$ cat src/rtl/mcdec_pkg.sv
// Shared constants and types for the multi-cycle MIPS control decoder.
package mcdec_pkg;

  localparam int unsigned OP_W    = 6;
  localparam int unsigned FUNCT_W = 6;
  localparam int unsigned REG_W   = 5;
  localparam int unsigned ALU_W   = 3;

  // Primary opcodes (instr[31:26])
  localparam logic [OP_W-1:0] OP_RTYPE = 6'b000000;
  localparam logic [OP_W-1:0] OP_BLTZ  = 6'b000001;
  localparam logic [OP_W-1:0] OP_J     = 6'b000010;
  localparam logic [OP_W-1:0] OP_JAL   = 6'b000011;
  localparam logic [OP_W-1:0] OP_BEQ   = 6'b000100;
  localparam logic [OP_W-1:0] OP_ADDIU = 6'b001001;
  localparam logic [OP_W-1:0] OP_ORI   = 6'b001101;
  localparam logic [OP_W-1:0] OP_LUI   = 6'b001111;
  localparam logic [OP_W-1:0] OP_LW    = 6'b100011;
  localparam logic [OP_W-1:0] OP_SW    = 6'b101011;

  // R-type function codes (instr[5:0])
  localparam logic [FUNCT_W-1:0] FN_MFHI  = 6'b010000;
  localparam logic [FUNCT_W-1:0] FN_MFLO  = 6'b010010;
  localparam logic [FUNCT_W-1:0] FN_MULTU = 6'b011001;
  localparam logic [FUNCT_W-1:0] FN_ADDU  = 6'b100001;
  localparam logic [FUNCT_W-1:0] FN_SUBU  = 6'b100011;
  localparam logic [FUNCT_W-1:0] FN_AND   = 6'b100100;
  localparam logic [FUNCT_W-1:0] FN_OR    = 6'b100101;
  localparam logic [FUNCT_W-1:0] FN_SLTU  = 6'b101011;

  // ALU operation codes
  localparam logic [ALU_W-1:0] ALU_SLTU  = 3'b000;
  localparam logic [ALU_W-1:0] ALU_SUBU  = 3'b001;
  localparam logic [ALU_W-1:0] ALU_BLTZ  = 3'b010;
  localparam logic [ALU_W-1:0] ALU_LUI   = 3'b011;
  localparam logic [ALU_W-1:0] ALU_MULTU = 3'b100;
  localparam logic [ALU_W-1:0] ALU_ADDU  = 3'b101;
  localparam logic [ALU_W-1:0] ALU_OR    = 3'b110;
  localparam logic [ALU_W-1:0] ALU_AND   = 3'b111;

  localparam logic [REG_W-1:0] REG_RA = 5'd31;

  typedef enum logic [2:0] {
    S_FETCH  = 3'd0,
    S_DECODE = 3'd1,
    S_EXEC   = 3'd2,
    S_MUL    = 3'd3,
    S_MEM    = 3'd4,
    S_WB     = 3'd5,
    S_TRAP   = 3'd6
  } state_t;

  typedef enum logic [3:0] {
    CLS_NONE   = 4'd0,
    CLS_ALU    = 4'd1,
    CLS_MUL    = 4'd2,
    CLS_IMM    = 4'd3,
    CLS_LOAD   = 4'd4,
    CLS_STORE  = 4'd5,
    CLS_BRANCH = 4'd6,
    CLS_JUMP   = 4'd7,
    CLS_JAL    = 4'd8
  } op_class_t;

  // Destination register: rd for R-type, $ra for JAL, rt otherwise.
  function automatic logic [REG_W-1:0] dest_sel(input logic [OP_W-1:0]  op,
                                                input logic [REG_W-1:0] rt,
                                                input logic [REG_W-1:0] rd);
    if (op == OP_RTYPE)    return rd;
    else if (op == OP_JAL) return REG_RA;
    else                   return rt;
  endfunction

endpackage

$ cat src/rtl/multicycle_decoder_alu_op_decode.sv
// Combinational {op, funct} -> {alucontrol, instruction class, legal}.
module alu_op_decode
  import mcdec_pkg::*;
#(
  parameter int unsigned ALUCTRL_W = 3
) (
  input  logic [OP_W-1:0]      op,
  input  logic [FUNCT_W-1:0]   funct,
  output logic [ALUCTRL_W-1:0] alucontrol,
  output op_class_t            cls,
  output logic                 legal
);

  logic [ALU_W-1:0] code;

  // Classify the instruction and pick its ALU operation.
  always_comb begin
    code  = '0;
    cls   = CLS_NONE;
    legal = 1'b1;
    case (op)
      OP_RTYPE: begin
        cls = CLS_ALU;
        case (funct)
          FN_ADDU:  code = ALU_ADDU;
          FN_SUBU:  code = ALU_SUBU;
          FN_AND:   code = ALU_AND;
          FN_OR:    code = ALU_OR;
          FN_SLTU:  code = ALU_SLTU;
          FN_MFHI:  code = ALU_ADDU;
          FN_MFLO:  code = ALU_ADDU;
          FN_MULTU: begin
            code = ALU_MULTU;
            cls  = CLS_MUL;
          end
          default: begin
            cls   = CLS_NONE;
            legal = 1'b0;
          end
        endcase
      end
      OP_ADDIU: begin code = ALU_ADDU; cls = CLS_IMM;    end
      OP_LUI:   begin code = ALU_LUI;  cls = CLS_IMM;    end
      OP_ORI:   begin code = ALU_OR;   cls = CLS_IMM;    end
      OP_LW:    begin code = ALU_ADDU; cls = CLS_LOAD;   end
      OP_SW:    begin code = ALU_ADDU; cls = CLS_STORE;  end
      OP_BEQ:   begin code = ALU_SUBU; cls = CLS_BRANCH; end
      OP_BLTZ:  begin code = ALU_BLTZ; cls = CLS_BRANCH; end
      OP_J:     begin                  cls = CLS_JUMP;   end
      OP_JAL:   begin code = ALU_ADDU; cls = CLS_JAL;    end
      default:  legal = 1'b0;
    endcase
  end

  assign alucontrol = ALUCTRL_W'(code);

endmodule

$ cat src/rtl/multicycle_decoder.sv
// Multi-cycle MIPS control sequencer: fetch / decode / execute / memory / writeback.
// Optional build macro MCDEC_TRAP_EN adds the 'illegal' output and a sticky trap state.
module multicycle_decoder
  import mcdec_pkg::*;
#(
  parameter int unsigned MUL_CYCLES = 4,
  parameter int unsigned ALUCTRL_W  = 3
) (
  input  logic                 clk,
  input  logic                 reset,
  input  logic [31:0]          instr,
  input  logic                 zero,
  input  logic                 mem_ready,
  output logic                 irwrite,
  output logic                 pcwrite,
  output logic                 memread,
  output logic                 memwrite,
  output logic                 memtoreg,
  output logic                 alusrcbimm,
  output logic [ALUCTRL_W-1:0] alucontrol,
  output logic                 dobranch,
  output logic                 dojump,
  output logic                 regwrite,
  output logic [4:0]           destreg,
  output logic                 hilowrite,
  output logic                 busy
`ifdef MCDEC_TRAP_EN
  ,
  output logic                 illegal
`endif
);

  localparam int unsigned CNT_W = (MUL_CYCLES > 1) ? $clog2(MUL_CYCLES) : 1;

  state_t               state, state_nxt;
  logic [OP_W-1:0]      op_q;
  logic [FUNCT_W-1:0]   funct_q;
  logic [REG_W-1:0]     dest_q;
  logic [CNT_W-1:0]     mul_cnt;
  logic                 mul_load;

  logic [ALUCTRL_W-1:0] dec_alu;
  op_class_t            dec_cls;
  logic                 dec_legal;

  // rs and shamt fields are not needed for control generation.
  logic unused_instr_bits;
  assign unused_instr_bits = ^{instr[25:21], instr[10:6]};

  alu_op_decode #(
    .ALUCTRL_W (ALUCTRL_W)
  ) u_alu_op_decode (
    .op         (op_q),
    .funct      (funct_q),
    .alucontrol (dec_alu),
    .cls        (dec_cls),
    .legal      (dec_legal)
  );

  // State register.
  always_ff @(posedge clk) begin
    if (reset) state <= S_FETCH;
    else       state <= state_nxt;
  end

  // Capture opcode, funct and destination once the IR holds the new word.
  always_ff @(posedge clk) begin
    if (reset) begin
      op_q    <= '0;
      funct_q <= '0;
      dest_q  <= '0;
    end else if (state == S_DECODE) begin
      op_q    <= instr[31:26];
      funct_q <= instr[5:0];
      dest_q  <= dest_sel(instr[31:26], instr[20:16], instr[15:11]);
    end
  end

  // MULTU occupancy counter: loaded on entry to S_MUL, counts down to 0.
  always_ff @(posedge clk) begin
    if (reset) begin
      mul_cnt <= '0;
    end else if (mul_load) begin
      mul_cnt <= CNT_W'(MUL_CYCLES - 1);
    end else if (state == S_MUL && mul_cnt != '0) begin
      mul_cnt <= mul_cnt - CNT_W'(1);
    end
  end

  // Next-state and control outputs; everything is forced low while reset is high.
  always_comb begin
    state_nxt  = state;
    mul_load   = 1'b0;
    irwrite    = 1'b0;
    pcwrite    = 1'b0;
    memread    = 1'b0;
    memwrite   = 1'b0;
    memtoreg   = 1'b0;
    alusrcbimm = 1'b0;
    alucontrol = '0;
    dobranch   = 1'b0;
    dojump     = 1'b0;
    regwrite   = 1'b0;
    destreg    = '0;
    hilowrite  = 1'b0;
    busy       = 1'b0;
`ifdef MCDEC_TRAP_EN
    illegal    = 1'b0;
`endif
    if (!reset) begin
      busy = (state != S_FETCH);
      case (state)
        S_FETCH: begin
          memread = 1'b1;
          if (mem_ready) begin
            irwrite   = 1'b1;
            pcwrite   = 1'b1;
            state_nxt = S_DECODE;
          end
        end

        S_DECODE: state_nxt = S_EXEC;

        S_EXEC: begin
          if (!dec_legal) begin
`ifdef MCDEC_TRAP_EN
            state_nxt = S_TRAP;
`else
            state_nxt = S_FETCH;
`endif
          end else begin
            case (dec_cls)
              CLS_ALU: begin
                alucontrol = dec_alu;
                state_nxt  = S_WB;
              end
              CLS_MUL: begin
                alucontrol = dec_alu;
                mul_load   = 1'b1;
                state_nxt  = S_MUL;
              end
              CLS_IMM: begin
                alucontrol = dec_alu;
                alusrcbimm = 1'b1;
                state_nxt  = S_WB;
              end
              CLS_LOAD, CLS_STORE: begin
                alucontrol = dec_alu;
                alusrcbimm = 1'b1;
                state_nxt  = S_MEM;
              end
              CLS_BRANCH: begin
                alucontrol = dec_alu;
                dobranch   = zero;
                state_nxt  = S_FETCH;
              end
              CLS_JUMP: begin
                dojump    = 1'b1;
                state_nxt = S_FETCH;
              end
              CLS_JAL: begin
                alucontrol = dec_alu;
                dojump     = 1'b1;
                regwrite   = 1'b1;
                destreg    = REG_RA;
                state_nxt  = S_FETCH;
              end
              default: state_nxt = S_FETCH;
            endcase
          end
        end

        S_MUL: begin
          alucontrol = dec_alu;
          if (mul_cnt == '0) begin
            hilowrite = 1'b1;
            state_nxt = S_FETCH;
          end
        end

        S_MEM: begin
          alucontrol = dec_alu;
          alusrcbimm = 1'b1;
          if (dec_cls == CLS_LOAD) memread  = 1'b1;
          else                     memwrite = 1'b1;
          if (mem_ready) begin
            state_nxt = (dec_cls == CLS_LOAD) ? S_WB : S_FETCH;
          end
        end

        S_WB: begin
          regwrite  = 1'b1;
          destreg   = dest_q;
          memtoreg  = (dec_cls == CLS_LOAD);
          state_nxt = S_FETCH;
        end

`ifdef MCDEC_TRAP_EN
        S_TRAP: begin
          illegal   = 1'b1;
          state_nxt = S_TRAP;
        end
`endif

        default: state_nxt = S_FETCH;
      endcase
    end
  end

endmodule

$ cat config.mk
export PLATFORM = sky130hd
export DESIGN_NAME = multicycle_decoder
export DESIGN_NICKNAME = d
export VERILOG_FILES = /design/src/rtl/mcdec_pkg.sv /design/src/rtl/multicycle_decoder_alu_op_decode.sv /design/src/rtl/multicycle_decoder.sv
export SDC_FILE = /design/constraint.sdc
export NUM_CORES = 1
export LEC_CHECK = 0
export ABC_AREA = 1
export BUFFER_PORTS_ARGS = -buffer_cell sky130_fd_sc_hd__buf_2
export CAP_MARGIN = 20
export CORE_UTILIZATION = 40
export CTS_CLUSTER_SIZE = 40
export DETAILED_ROUTE_END_ITERATION = 8
export GPL_TIMING_DRIVEN = 0
export PLACE_DENSITY_LB_ADDON = 0.12
export RECOVER_POWER = 50
export SLEW_MARGIN = 0
export SYNTH_ARGS = -nofsm -noshare
export SYNTH_HDL_FRONTEND = slang
export SYNTH_SLANG_ARGS = --single-unit
$ cat constraint.sdc
create_clock -name clk -period 3.51 [get_ports clk]
set_clock_uncertainty 0.05 [all_clocks]
set_input_delay 0.5265 -clock clk [delete_from_list [all_inputs] [get_ports clk]]
set_output_delay 0.5265 -clock clk [all_outputs]
set_load 0.01 [all_outputs]
==> impl_metrics.yaml <==
outcome:
  outcome: "finished clean"
route:
  drt_iter0_drc: 105
  vias: 1740
  drcViolationCount: 0
  wire_per_inst_um: 10.7
  drtAntennaViolNets: 0
  dr.pass1.iters: 4
  wl_mm: 3.75
  vias_per_cell: 4.97
logic_synthesis:
  synth_top_family_by_area: "simple AND/OR/NAND/NOR gates"
  yosys_register_bits: 22
  synth-simple-area-share_pct: 36.2
  yosysMostFrequentCell: "nand2_1"
  synth_fp_nets: 293
  synth_compound_area_share_pct: 20.4
  syn_inst: 256
  synth_edf_count: 0
  muxShareOfSynthArea_pct: 0
  synth_top_area_cell: "dfxtp_1"
  synth_top_area_share_pct: 29.3
  synthXorXnorAreaFrac_pct: 0
  synth_area_per_cell_um2: 5.88
  syn_area_um2: 1510
  synth_cell_type_count: 25
  synth_fa_ha_area_share_pct: 0.831
  synth_area_leaders: "dfxtp_1 (29%), nand2_1 (13%), inv_1 (10%)"
  yosysSeqAreaShare_pct: 29.3
  synth_ff_type: "dfxtp_1"
  synth_common_cells: "nand2_1 (52), inv_1 (41), nor2_1 (32)"
  async_reset_ff_share_pct: 0
  ys_warn_count: 0
placement:
  gp_congestion: 0.860
  dpl.hpwl_mm: 3.04
  place_ws_ns: 1.12
  placed_area_um2: 1780
  io_buffers: 44
setup_path:
  crit_arrival_ns: 1.84
  required_ns: 2.93
  reg2reg_from: "op_q[2]"
  timing.critical_path.mode_cell: "nor2_1"
  cp_top_family: "simple AND/OR/NAND/NOR gates"
  critical_path_class: "register to output port"
  crit_buf_inv: 2
  cpPeakStageDelay_ns: 0.36
  start_kind: "register"
  end_kind: "output port"
  crit_start: "op_q[2]"
  cp_slowest_cell: "dfxtp_1"
  path_cells: "nor2_1 > nand2_2 > nor2_1 > inv_2 > nor2_4 > nor3_1 > nand3_1 > nand3_1 > nor2_1 > buf_2"
  critPathMaxFanout: 6
timing:
  finalSetupViolCount: 0
  worst_pin_slew_ns: 0.617
  fmax_mhz: 414
  fin_hold_ws_ns: 0.424
  period_needed_ns: 2.41
  rsz0062_at_grt: "false"
  worst_slack_ns: 1.10
  max-slew-margin-rel_pct: 58.4
  hold_viol: 0
  drv_slew: 0
  timing.setup.tns_ns: 0
  finalCritPeriodShare_pct: 68.8
layout:
  syn_to_final_growth_pct: 21.4
  drive_above_1_share_pct: 19.7
  layout.nets: 342
  fillers: 400
  n_antenna_cell: 0
  design_area_um2: 1830
min_path:
  hold_path_class: "register to register"
  min_from: "mul_cnt[1]"
clock_tree:
  ctsLongestPathBuffers: 2
  cts_tree: "built"
  cts_sinks: 22
  worst_skew_pair.late_latency_ns: 0.26
  cts_hold_buf: 0
  htree_levels: 1
  cts_resized: 0
  cts_root_buf: "clkbuf_8"
  cts_setup_buffers: 0
  cts_buffers: 3
  clkTransAtPathRegs_ns: 0.08
die:
  core_region_area_um2: 3470
  dieArea_um2: 4010
  fp.dieW_um: 63.3
  start_util_pct: 43.4
  die_y_um: 63.3
  ios: 55
  num_rows: 21
power_and_ir_drop:
  p_comb_share_pct: 36.1
  p_per_area_nw_per_um2: 445
  vdd_drop_max_mv: 0.213
  p_leak_uw: 0.000935
  clkPwrFrac_pct: 22.7
  seqPwrFrac_pct: 41.3
  p_switching_uw: 316
  sw_frac_of_total_pct: 38.9
  p_int_uw: 496
grt:
  grt_usage_pct: 19.7
  antenna_found_initial: 0
  grt_max_degree: 13
  grt_pass1_vias: 1564
  grt_overflow: 0
  grt_pass1_wl_mm: 6.42
run:
  cap_violations: 0
==> through the flow <==
stage / utilization (%) / total power (uW) / cells
after detailed placement: 51.4 / 645 / 346
after CTS: 53.0 / 831 / 350
after global routing: 52.7 / 877 / 350
final: 52.7 / 812 / 350
after global placement: 51.4 / 641 / 346
after floorplan: - / 565 / 256
==> placed cells by master, fill, tap and decap left out, types with 2 or more instances in the layout <==
master / instances
inv_1: 41
nand3_1: 17
nor3_1: 6
clkbuf_8: 4
buf_2: 44
nand2_1: 52
nand4_1: 4
nor2_4: 2
a31oi_1: 2
inv_2: 3
dfxtp_1: 22
nor2_1: 34
a21oi_1: 25
o21ai_0: 29
a21oi_2: 2
clkbuf_1: 6
nand2_2: 2
==> logic make-up (layout without fill, tap and decap cells) <==
| kind of cell | after synthesis | in the layout |
|---|---|---|
| simple gates | 122 | 122 |
| compound gates | 59 | 59 |
| flops | 22 | 22 |
| fa+ha+maj | 1 | 1 |
| buf+inv | 52 | 100 |
==> power groups by stage <==
| stage | clock network (uW) | logic [uW] | registers [uW] |
|---|---|---|---|
| floorplan | 0 | 232 | 333 |
| global placement | 0 | 301 | 340 |
| detailed placement | 0 | 304 | 341 |
| finish | 184 | 293 | 335 |
| global route | 197 | 337 | 343 |
| CTS | 191 | 305 | 335 |
==> cell type report <==
class | instances | area [um^2] | share of cell area (%)
Buffer | 8 | 33.8 | 1.85
Clock buffer | 4 | 55.1 | 3.01
Inverter | 44 | 165 | 9.04
Multi-Input combinational cell | 182 | 855 | 46.8
Sequential cell | 22 | 440 | 24.1
Tap cell | 46 | 57.6 | 3.15
Timing Repair Buffer | 44 | 220 | 12.1
==> state kept, by name (all words and copies together), names as in the netlist <==
signal   cells
dest_q       5
funct_q      6
mul_cnt      2
op_q         6
state        3
==> worst reg2reg max path, cell delays in order (launching register included) <==
cell	delay [ns]
dfxtp_1	0.36
nor2_1	0.18
nand2_2	0.09
nor2_1	0.28
inv_2	0.08
nor2_4	0.12
nand3_2	0.10
nand2_2	0.09
inv_1	0.05
nand2_1	0.06
a21oi_2	0.05
==> layer usage <==
| layer | vias up | track usage (%) | share of wire (%) |
|---|---|---|---|
| li1 | 919 | - | - |
| met1 | 775 | 25.2 | 49 |
| met2 | 44 | 34.7 | 46 |
| met3 | 2 | 2.17 | 4.4 |
| met4 | 0 | 5.40 | 0.59 |
| met5 | - | 0 | 0 |
==> worst paths after layout <==
path	end	cells after the start	slack (ns)
hold reg to reg	mul_cnt[1]	2	0.42
hold / removal	mul_cnt[1]	2	0.42
setup reg to reg	mul_cnt[0]	10	1.87
setup / recovery	dobranch	10	1.10
Note: power is estimated with default switching activity, not from simulation.
